==> src/rtl/spi_burst_fsm.sv <==
// SPI slave burst controller: sequences header, read/write data words and handshake pulses.
// Optional multi-word burst support is enabled by defining SPI_BURST_EN.
module spi_burst_fsm #(
  parameter int ADDR_BITS = 7,
  parameter int DATA_BITS = 8
) (
  input  logic clk,
  input  logic reset,
  input  logic sClkPosEdge,
  input  logic readWriteEnable,
  input  logic chipSelectConditioned,
  output logic addressWriteEnable,
  output logic addressIncrement,
  output logic SRWriteEnable,
  output logic misoBufferEnable,
  output logic DMWriteEnable,
  output logic overrun
);

  localparam int CNT_MAX = ((ADDR_BITS + 1) > DATA_BITS) ? (ADDR_BITS + 1) : DATA_BITS;
  localparam int CNT_W   = $clog2(CNT_MAX + 1);

  localparam logic [CNT_W-1:0] HDR_LAST  = CNT_W'(ADDR_BITS);
  localparam logic [CNT_W-1:0] DATA_LAST = CNT_W'(DATA_BITS - 1);

  localparam logic [2:0] HEADER       = 3'd0;
  localparam logic [2:0] DECODE       = 3'd1;
  localparam logic [2:0] READ_LOAD    = 3'd2;
  localparam logic [2:0] READ_SHIFT   = 3'd3;
  localparam logic [2:0] WRITE_SHIFT  = 3'd4;
  localparam logic [2:0] WRITE_COMMIT = 3'd5;
  localparam logic [2:0] INCR         = 3'd6;
  localparam logic [2:0] DONE         = 3'd7;

`ifdef SPI_BURST_EN
  localparam logic BURST = 1'b1;
`else
  localparam logic BURST = 1'b0;
`endif

  logic [2:0]       state;
  logic [2:0]       state_next;
  logic [CNT_W-1:0] bit_cnt;
  logic             cnt_inc;
  logic             lost_edge;
  logic             dir;

  // After a finished data word: continue via INCR in burst builds, otherwise close the frame.
  logic [2:0] word_end_state;
  assign word_end_state = BURST ? INCR : DONE;

  always_comb begin
    state_next = state;
    cnt_inc    = 1'b0;
    lost_edge  = 1'b0;
    if (chipSelectConditioned) begin
      state_next = HEADER;
    end else begin
      case (state)
        HEADER: begin
          if (sClkPosEdge) begin
            if (bit_cnt == HDR_LAST) state_next = DECODE;
            else                     cnt_inc    = 1'b1;
          end
        end
        DECODE: begin
          state_next = readWriteEnable ? READ_LOAD : WRITE_SHIFT;
          lost_edge  = sClkPosEdge;
        end
        READ_LOAD: begin
          state_next = READ_SHIFT;
          lost_edge  = sClkPosEdge;
        end
        READ_SHIFT: begin
          if (sClkPosEdge) begin
            if (bit_cnt == DATA_LAST) state_next = word_end_state;
            else                      cnt_inc    = 1'b1;
          end
        end
        WRITE_SHIFT: begin
          if (sClkPosEdge) begin
            if (bit_cnt == DATA_LAST) state_next = WRITE_COMMIT;
            else                      cnt_inc    = 1'b1;
          end
        end
        WRITE_COMMIT: begin
          state_next = word_end_state;
          lost_edge  = sClkPosEdge;
        end
        INCR: begin
          state_next = dir ? READ_LOAD : WRITE_SHIFT;
          lost_edge  = sClkPosEdge;
        end
        DONE: begin
          state_next = DONE;
        end
        default: begin
          state_next = HEADER;
        end
      endcase
    end
  end

  // Counter restarts on any state change and on deselect, so every phase counts from zero.
  always_ff @(posedge clk) begin
    if (reset) begin
      state   <= HEADER;
      bit_cnt <= '0;
      dir     <= 1'b0;
      overrun <= 1'b0;
    end else begin
      state <= state_next;
      if (chipSelectConditioned || (state_next != state)) begin
        bit_cnt <= '0;
      end else if (cnt_inc) begin
        bit_cnt <= bit_cnt + 1'b1;
      end
      if (state == DECODE && !chipSelectConditioned) begin
        dir <= readWriteEnable;
      end
      if (lost_edge) begin
        overrun <= 1'b1;
      end
    end
  end

  assign addressWriteEnable = (state == DECODE);
  assign SRWriteEnable      = (state == READ_LOAD);
  assign misoBufferEnable   = (state == READ_SHIFT);
  assign DMWriteEnable      = (state == WRITE_COMMIT);
`ifdef SPI_BURST_EN
  assign addressIncrement   = (state == INCR);
`else
  assign addressIncrement   = 1'b0;
`endif

endmodule
==> config.mk <==
export PLATFORM = sky130hd
export DESIGN_NAME = spi_burst_fsm
export DESIGN_NICKNAME = d
export VERILOG_FILES = /design/src/rtl/spi_burst_fsm.sv
export SDC_FILE = /design/constraint.sdc
export NUM_CORES = 1
export LEC_CHECK = 0
export CAP_MARGIN = 20
export CORE_AREA = 2 2 39 41
export CTS_CLUSTER_DIAMETER = 30
export DETAILED_ROUTE_END_ITERATION = 10
export DIE_AREA = 0 0 41 43
export PLACE_DENSITY = 0.64
export SYNTH_ARGS = -nofsm -noshare
export SYNTH_HDL_FRONTEND = slang
export SYNTH_SLANG_ARGS = --single-unit
==> constraint.sdc <==
create_clock -name clk -period 1.88 [get_ports clk]
set_input_delay 0.188 -clock clk [delete_from_list [all_inputs] [get_ports clk]]
set_output_delay 0.188 -clock clk [all_outputs]
set_load 0.02 [all_outputs]
==> impl_metrics.ini, run 1 <==
[drt]
wire_per_inst_microns = 11.2
ant_nets = 0
first_iter_violations = 14
num_vias = 430
drtPass1Iterations = 4
wl_microns = 952
viasPerCell = 5.06
drc = 0

[setup_path]
cpPeakStageDelay_ns = 0.60
cp.required_ns = 1.69
end_kind = output port
criticalPathCategory = flip-flop to output port
cp.arrival_ns = 1.60
critPathMaxFanout = 13
worstPathCellList = and3b_2 > clkdlybuf4s50_1
crit_path_top_delay_cell = clkdlybuf4s50_1
worst_setup_path_start_kind = flip-flop

[cells_and_area]
layout-drive-gt1-share_pct = 14.5
antenna_cells = 0
num-fill-cells = 137
multi_input_area_sq_um = 300
final_util_pct = 45.8
seq_area_sq_um = 181
fin_cells = 85
area_growth_pct = 27.8
final_nets = 76
stdcell_area_sq_um = 633

[clock_tree]
cts-root-buf = clkbuf_4
cts_hold_repair.buffers = 0
numCtsBuffers = 3
cts_setup_buffers = 0
cts_num_sinks = 9
clk_latency_ns = 0.27
cts.clk_slew.worst_paths_ns = 0.06
clockBufferDepth = 2
cts_tree = done
htree_levels = 1

[sta]
fin_crit_sh_pct = 95.1
postLayoutSetupSlackWorst_ns = 0.0918
clock.fmax_mhz = 559
tns_ns = 0
slew_viol_final = 0
setup_viol = 0
min_period_ns = 1.79
hold_viol = 0
rsz0062_at_grt = no
finClkSkew_ns = 0.000276

[hold_path]
hold_path.class = flip-flop to flip-flop

[pwr]
seq_power_share_pct = 51.8
power.density_nw_per_um2 = 587
pwr-share-clk_pct = 41.6
leakage_uw = 0.000249
p_int_uw = 286
switching_share_pct = 23.0
pwr-share-comb_pct = 6.6
power.switching_uw = 85.6
peakVddDrop_v = 0.000311

[yosys]
synth_seq_cells = 9
synth_cells = 58
synth_nets = 64
synth.distinct_cells = 30
avgSynthCellArea_sq_um = 8.54
ys_warn_count = 0
synth_seq_area_share_pct = 36.4
synth_area_sq_um = 495

[floorplanning]
initial_utilization_pct = 35.8
die_w_microns = 41
core_area_sq_um = 1380
die_h_microns = 43
dieArea_sq_um = 1760
num_io_pins = 11
rows = 14

[placed_design]
pre_cts_slack_ns = 0.235
dpl.hpwl_microns = 689
gp_congestion = 0.695
io_buffer_count = 9
placedInstanceArea_sq_um = 601
dpl.cell_count = 81

[grt]
top_usage_layer = met1
use_met1_pct = 17.5
track_usage_pct = 13.2
grt_use_met2_pct = 16.6
grt_max_degree = 14
gr-total-overflow = 0
gr-usage-met3_pct = 3.14
antenna_found_initial = 0
grt_pass1_vias = 388
grt_pass1_wl_microns = 1550

[run]
drv_cap = 0

[run_status]
status = completed
==> cell families (layout without fill, tap and decap cells) <==
logic type,after synthesis,count (layout),share of synthesized area [%]
AND/OR/NAND/NOR,25,25,28.0
multiplexers,3,3,6.06
buffers and inverters,4,15,4.04
adder cells (fa/ha/maj),1,1,2.52
other,1,1,0.757
AO/OA/AOI/OAI,12,12,16.9
flip-flops,9,9,36.4
XOR/XNOR,3,3,5.30
==> per-layer routing <==
layer / vias to the layer above / share of wire (%)
li1: 225 / -
met1: 190 / 49
met2: 10 / 43
met3: 5 / 3.3
met4: 0 / 4.6
met5: - / 0
==> power by group through the flow <==
stage / Sequential (uW) / Clock (uW) / Combinational [uW]
2_1_floorplan: 197 / 0 / 13.3
3_3_place_gp: 197 / 0 / 24.5
3_5_place_dp: 197 / 0 / 24.5
4_1_cts: 192 / 159 / 24.6
5_1_grt: 192 / 168 / 27.1
6_report: 192 / 155 / 24.5
==> timing repair <==
action | 4_1_cts | 5_1_grt
gates resized for setup | 1 | 1
pin swaps | 0 | 0
endpoints found under the setup margin | 2 | 1
==> cells in the mapped netlist <==
master,instances,area share [%]
a21oi_1,5,5.0
a31oi_1,1,1.3
and2b_1,1,1.5
and3b_1,1,1.8
and3b_2,1,2.0
buf_1,1,0.76
buf_2,1,1.0
buf_4,1,1.5
clkbuf_1,1,0.76
conb_1,1,0.76
dfxtp_1,9,36
ha_1,1,2.5
mux2i_1,3,6.1
nand2_1,1,0.76
nand2b_1,1,1.3
nand3_1,1,1.0
nand3b_1,1,1.5
nand4b_1,1,1.8
nor2_1,11,8.3
nor2_2,1,1.3
nor2b_1,1,1.3
nor3b_1,2,3.0
nor4_1,1,1.3
o2111a_1,1,2.3
o2111ai_1,1,1.8
o211ai_2,1,2.5
o21ai_0,1,1.0
o31ai_1,2,3.0
or3_1,1,1.3
xor2_1,3,5.3
==> state kept, by name (all words and copies together), names as in the netlist <==
| register | count |
|---|---|
| overrun | 1 |
| bit_cnt | 4 |
| state | 3 |
| dir | 1 |
==> placed cells by master (no fill, tap or decap) <==
| cell type | n |
|---|---|
| nand2b_1 | 1 |
| dfxtp_1 | 8 |
| nand3_1 | 1 |
| nand4b_1 | 1 |
| nor2_2 | 1 |
| buf_4 | 2 |
| and3b_1 | 1 |
| o21ai_0 | 1 |
| conb_1 | 1 |
| or3_1 | 1 |
| mux2i_1 | 3 |
| and2b_1 | 1 |
| nor3b_2 | 1 |
| o2111a_1 | 1 |
| o211ai_2 | 1 |
| dfxtp_2 | 1 |
| nor4_1 | 1 |
| nor2b_1 | 1 |
| ha_1 | 1 |
| and3b_2 | 1 |
| o31ai_1 | 2 |
| a31oi_1 | 1 |
| nand3b_1 | 1 |
| clkbuf_4 | 3 |
| xor2_1 | 3 |
| nand2_1 | 1 |
| nor3b_1 | 1 |
| clkdlybuf4s50_1 | 9 |
| a21oi_1 | 5 |
| o2111ai_1 | 1 |
| clkbuf_1 | 1 |
| nor2_1 | 11 |
==> stage by stage <==
| stage | hold slack [ns] | total power (uW) |
|---|---|---|
| 5_1_grt | 0.547 | 387 |
| 3_5_place_dp | 0.478 | 221 |
| 6_report | 0.501 | 372 |
| 2_1_floorplan | 0.260 | 210 |
| 3_3_place_gp | 0.484 | 221 |
| 4_1_cts | 0.500 | 376 |
==> area by class of cell <==
cell class,instances,share of cell area (%)
Clock buffer,4,4.15
Sequential cell,9,28.7
Timing Repair Buffer,11,16.6
Tap cell,16,3.16
Multi-Input combinational cell,45,47.4
==> path summary, 6_finish.rpt <==
check	from	endpoint	slack, ns	depth (start not counted)
hold reg to reg	bit_cnt[3]	bit_cnt[3]	0.50	2
hold / removal	bit_cnt[3]	bit_cnt[3]	0.50	2
setup / recovery	state[1]	misoBufferEnable	0.09	2
setup reg to reg	bit_cnt[0]	bit_cnt[0]	0.41	5
==> critical path, delay by kind of cell (launching register included) <==
kind | cells | cell delay, ns
buffers and inverters | 1 | 0.60
flip-flops | 1 | 0.47
AND/OR/NAND/NOR | 1 | 0.25
Note: power is estimated with default switching activity, not from simulation.
==> run 2: changes to the inputs <==
--- a/config.mk
+++ b/config.mk
@@ -7,6 +7,7 @@
 export LEC_CHECK = 0
 export CAP_MARGIN = 20
 export CORE_AREA = 2 2 39 41
+export CTS_BUF_LIST = sky130_fd_sc_hd__clkbuf_8
 export CTS_CLUSTER_DIAMETER = 30
 export DETAILED_ROUTE_END_ITERATION = 10
 export DIE_AREA = 0 0 41 43
==> run 2 against run 1 <==
  * First-iteration DRC count down 29%
  * Die area did not move
  * Critical path depth is the same
  * Routed wire length is 1.3% higher
  * Maximum frequency up 1.8%
  * Sequential share of layout area is 0.83 points lower
  * Via count down 1.4%
  * Combinational power about the same
  * Clock power up 44%
  * Flip-flop and latch count unchanged
  * Critical path type unchanged
  * Critical endpoint unchanged
  * Highest routed layer unchanged
==> impl_metrics.ini, run 2 (synthesis results as in run 1) <==
[cells_and_area]
reg_top3 = bit_cnt (4), state (3)
num-fill-cells = 134
layout-drive-gt1-share_pct = 14.5
multi_input_area_sq_um = 300
stdcell_area_sq_um = 652
final_cell_mix = 11 x nor2_1, 9 x clkdlybuf4s50_1, 8 x dfxtp_1, 5 x a21oi_1
area_growth_pct = 31.6
largest_reg_flops = 4
mostFrequentLayoutCell = nor2_1
antenna_cells = 0
largest_register = bit_cnt
seq_area_sq_um = 181
final_nets = 76

[setup_path]
rrSetupSlack_ns = 0.42
cp.required_ns = 1.69
critPathMaxFanout = 11
criticalPathCategory = flip-flop to output port
worst_setup_path_start_kind = flip-flop
end_kind = output port
r2r_cells = 5
reg2reg_from = bit_cnt[0]
reg2reg_to = bit_cnt[0]
cp.arrival_ns = 1.57

[drt]
wl_met2_microns = 392
wl_microns = 964
first_iter_violations = 10
ant_nets = 0
met1Wirelength_microns = 488
wire_per_inst_microns = 11.3
drtPass1Iterations = 4
viasPerCell = 4.99
dr_wl_met3_microns = 36
num_vias = 424
drc = 0
maxUsedRoutingLayer = met4

[placed_design]
io_buffer_count = 9
dpl.hpwl_microns = 689
gp_congestion = 0.695
placedInstanceArea_sq_um = 601
pre_cts_slack_ns = 0.235

[sta]
clock.fmax_mhz = 569
rsz0062_at_grt = no
fin_crit_sh_pct = 93.5
setup_viol = 0
postLayoutSetupSlackWorst_ns = 0.123
min_period_ns = 1.76
slew_viol_final = 0
hold_viol = 0
finClkSkew_ns = 0.00139
tns_ns = 0

[floorplanning]
die_h_microns = 43
num_io_pins = 11
core_area_sq_um = 1380
die_w_microns = 41
dieArea_sq_um = 1760
rows = 14
initial_utilization_pct = 35.8

[pwr]
leakage_uw = 0.000261
peakVddDrop_v = 0.000570
power_uw = 441
power.density_nw_per_um2 = 677

[grt]
gr-total-overflow = 0
grt_pass1_vias = 380
grt_max_degree = 14
grt_pass1_wl_microns = 1550
track_usage_pct = 14.2
antenna_found_initial = 0

[run]
drv_cap = 0

[hold_path]
hold_path.class = flip-flop to flip-flop
min_from = bit_cnt[3]
min_to = bit_cnt[3]
holdPathStages = 2

[run_status]
status = completed

[clock_tree]
cts_num_sinks = 9
cts-root-buf = clkbuf_8
cts.clk_slew.worst_paths_ns = 0.05
clockBufferDepth = 2
clk_latency_ns = 0.24
htree_levels = 1
cts_tree = done
cts_hold_repair.buffers = 0
numCtsBuffers = 3
-- run 2: changes by cell type in the layout (fill, tap and decap cells not counted), sizes merged --
| cell | change |
|---|---|
| clkbuf | -1 |
| inv | +1 |
-- run 2: how the worst max path moves through the flow --
stage	startpoint	endpoint	slack, ns	cells past startpoint
6_report	state[2]	misoBufferEnable	0.12	2
5_1_grt	state[0]	addressWriteEnable	0.05	2
4_1_cts	state[0]	addressWriteEnable	0.08	2
3_5_place_dp	state[1]	misoBufferEnable	0.23	2
3_3_place_gp	state[1]	misoBufferEnable	0.23	2
2_1_floorplan	state[2]	dir	0.25	5
-- run 2: cell type report --
type,instances,area share (%)
clock buffer,3,6.33
clock inverter,1,0.576
multi-input combinational,45,46.1
sequential,9,27.8
tap,16,3.07
timing repair buffer,11,16.1
-- run 2: worst max-delay path, cell delays in order, from the launching register on --
cell	delay (ns)
dfxtp_1	0.52
and3b_2	0.27
clkdlybuf4s50_1	0.54
-- run 2: per-stage QoR --
| stage | cells | hold slack [ns] | util [%] |
|---|---|---|---|
| CTS | 85 | 0.498 | 46.7 |
| floorplan | 58 | 0.260 | - |
| detailed placement | 81 | 0.478 | 43.4 |
| global placement | 81 | 0.484 | 43.4 |
| global route | 85 | 0.530 | 47.1 |
| finish | 85 | 0.498 | 47.1 |
-- run 2: power by group --
part	internal, uW	switching, uW	leakage, uW
registers	192	0.854	0.0000731
logic	12.3	12.0	0.000161
clock network	143	80.9	0.0000269
-- run 2: routing by layer --
metal	GRT usage (%)	vias up
met5	0	-
met4	16.0	0
met3	6.28	4
met2	15.9	8
met1	17.5	185
li1	-	227
-- run 2: timing repair --
action                     in CTS  in global routing
buffers inserted                0                  0
setup endpoints to repair       2                  1
gates resized for setup         1                  1
==> run 3: changes to the inputs <==
==> constraint.sdc (replaced) <==
create_clock -name clk -period 1.88 [get_ports clk]
set_input_delay 0.47 -clock clk [delete_from_list [all_inputs] [get_ports clk]]
set_output_delay 0.47 -clock clk [all_outputs]
set_load 0.02 [all_outputs]
==> run 3 against run 2 <==
  * Die area unchanged
  * Critical path depth unchanged
  * First-iteration DRC count down 20%
  * Sequential power about the same
  * Setup slack better by 0.032 ns
  * Routed wire length up 6.7%
  * Flip-flop and latch count unchanged
  * Non-clock buffer count up 7
  * Largest cell class unchanged
==> impl_metrics.ini, run 3 (synthesis results as in run 1) <==
[clock_tree]
htree_levels = 1
cts_hold_repair.buffers = 0
numCtsBuffers = 3
clockBufferDepth = 2
cts-root-buf = clkbuf_8
clk_latency_ns = 0.23
cts.clk_slew.worst_paths_ns = 0.05
cts_tree = done
cts_num_sinks = 9

[run_status]
status = completed

[grt]
antenna_found_initial = 0
track_usage_pct = 15.7
grt_pass1_vias = 445
grt_pass1_wl_microns = 1840
grt_max_degree = 10
gr-total-overflow = 0

[setup_path]
criticalPathCategory = flip-flop to output port
crit_path_top_delay_cell = dfxtp_1
worst_setup_path_start_kind = flip-flop
cp.arrival_ns = 1.26
crit_family = flip-flops
worstPathCellList = and3b_2 > dlygate4sd2_1
crit_buf_inv = 1
cpPeakStageDelay_ns = 0.43
cp.required_ns = 1.41
end_kind = output port
critPathMaxFanout = 7

[run]
drv_cap = 0

[floorplanning]
die_w_microns = 41
rows = 14
die_h_microns = 43
num_io_pins = 11
dieArea_sq_um = 1760
core_area_sq_um = 1380
initial_utilization_pct = 35.8

[drt]
wire_per_inst_microns = 11.2
drtPass1Iterations = 3
num_vias = 434
first_iter_violations = 8
wl_microns = 1030
drc = 0
ant_nets = 0
viasPerCell = 4.72

[cells_and_area]
final_cell_mix = 11 x nor2_1, 9 x buf_4, 8 x dfxtp_1, 5 x a21oi_1, 5 x clkdlybuf4s50_1
layout-drive-gt1-share_pct = 22.4
stdcell_area_sq_um = 699
final_util_pct = 50.5
reg_top3 = bit_cnt (4), state (3)
largest_register = bit_cnt
area_growth_pct = 41.2
mostFrequentLayoutCell = nor2_1
largest_reg_flops = 4
antenna_cells = 0
final_nets = 83

[sta]
rsz0062_at_grt = no
tns_ns = 0
postLayoutSetupSlackWorst_ns = 0.155
setup_viol = 0
slew_viol_final = 0
min_period_ns = 1.73
fin_crit_sh_pct = 91.8
finClkSkew_ns = 0.00448
clock.fmax_mhz = 580
hold_viol = 0

[placed_design]
pre_cts_slack_ns = 0.0386
placedInstanceArea_sq_um = 653
gp_congestion = 0.744
io_buffer_count = 9
dpl.hpwl_microns = 766

[pwr]
peakVddDrop_v = 0.000413
power.density_nw_per_um2 = 627
leakage_uw = 0.000316

[hold_path]
hold_path.class = flip-flop to flip-flop
==> run 3: changes by cell type in the layout (fill, tap and decap cells not counted), sizes merged <==
cell           previous run  this run
buf                       2         9
clkdlybuf4s50             9         5
dlygate4sd2               0         4
==> run 3: worst min-delay path, cell delays in order (launching register included) <==
cell and delay (ns):
dfxtp_1 0.32, o21ai_0 0.07, a21oi_1 0.06
==> run 3: timing repair <==
action                                  in CTS  in global routing
gates cloned                                 0                  0
gates resized for setup                      5                  1
endpoints found under the hold margin        0                  0
endpoints found under the setup margin       4                  1
setup buffers                                0                  0
==> run 3: layer usage <==
metal	GRT usage, %	routed length [microns]	part of all wire, %	vias up
li1	-	-	-	240
met1	19.4	500	49	187
met2	22.5	485	47	7
met3	9.42	43	4.2	0
met4	4.00	0	0	0
met5	0	0	0	-
==> run 3: final cells by class <==
cell class	count	area [sq um]
clock buffer	3	41.3
tap	16	20.0
timing repair buffer	18	153
multi-input combinational	45	300
sequential	9	181
clock inverter	1	3.75
fill	130	684
==> run 3: power breakdown <==
| part | internal [uW] | switching [uW] | leakage [uW] |
|---|---|---|---|
| sequential | 193 | 0.863 | 0.0000731 |
| clock | 142 | 72.4 | 0.0000269 |
| combinational | 17.6 | 13.4 | 0.000216 |
| total | 352 | 86.7 | 0.000316 |
==> run 3: worst paths after layout <==
check | startpoint | end | slack, ns | depth (start not counted)
min reg2reg | bit_cnt[3] | bit_cnt[3] | 0.49 | 2
min | bit_cnt[3] | bit_cnt[3] | 0.49 | 2
max reg2reg | bit_cnt[0] | bit_cnt[1] | 0.50 | 6
max | state[0] | misoBufferEnable | 0.15 | 2
==> run 3: stage by stage <==
step,power [uW],cells,hold WS [ns]
after floorplan,210,58,0.461
after global placement,228,88,0.476
after detailed placement,228,88,0.466
after CTS,450,92,0.491
after global routing,464,92,0.519
final,439,92,0.493
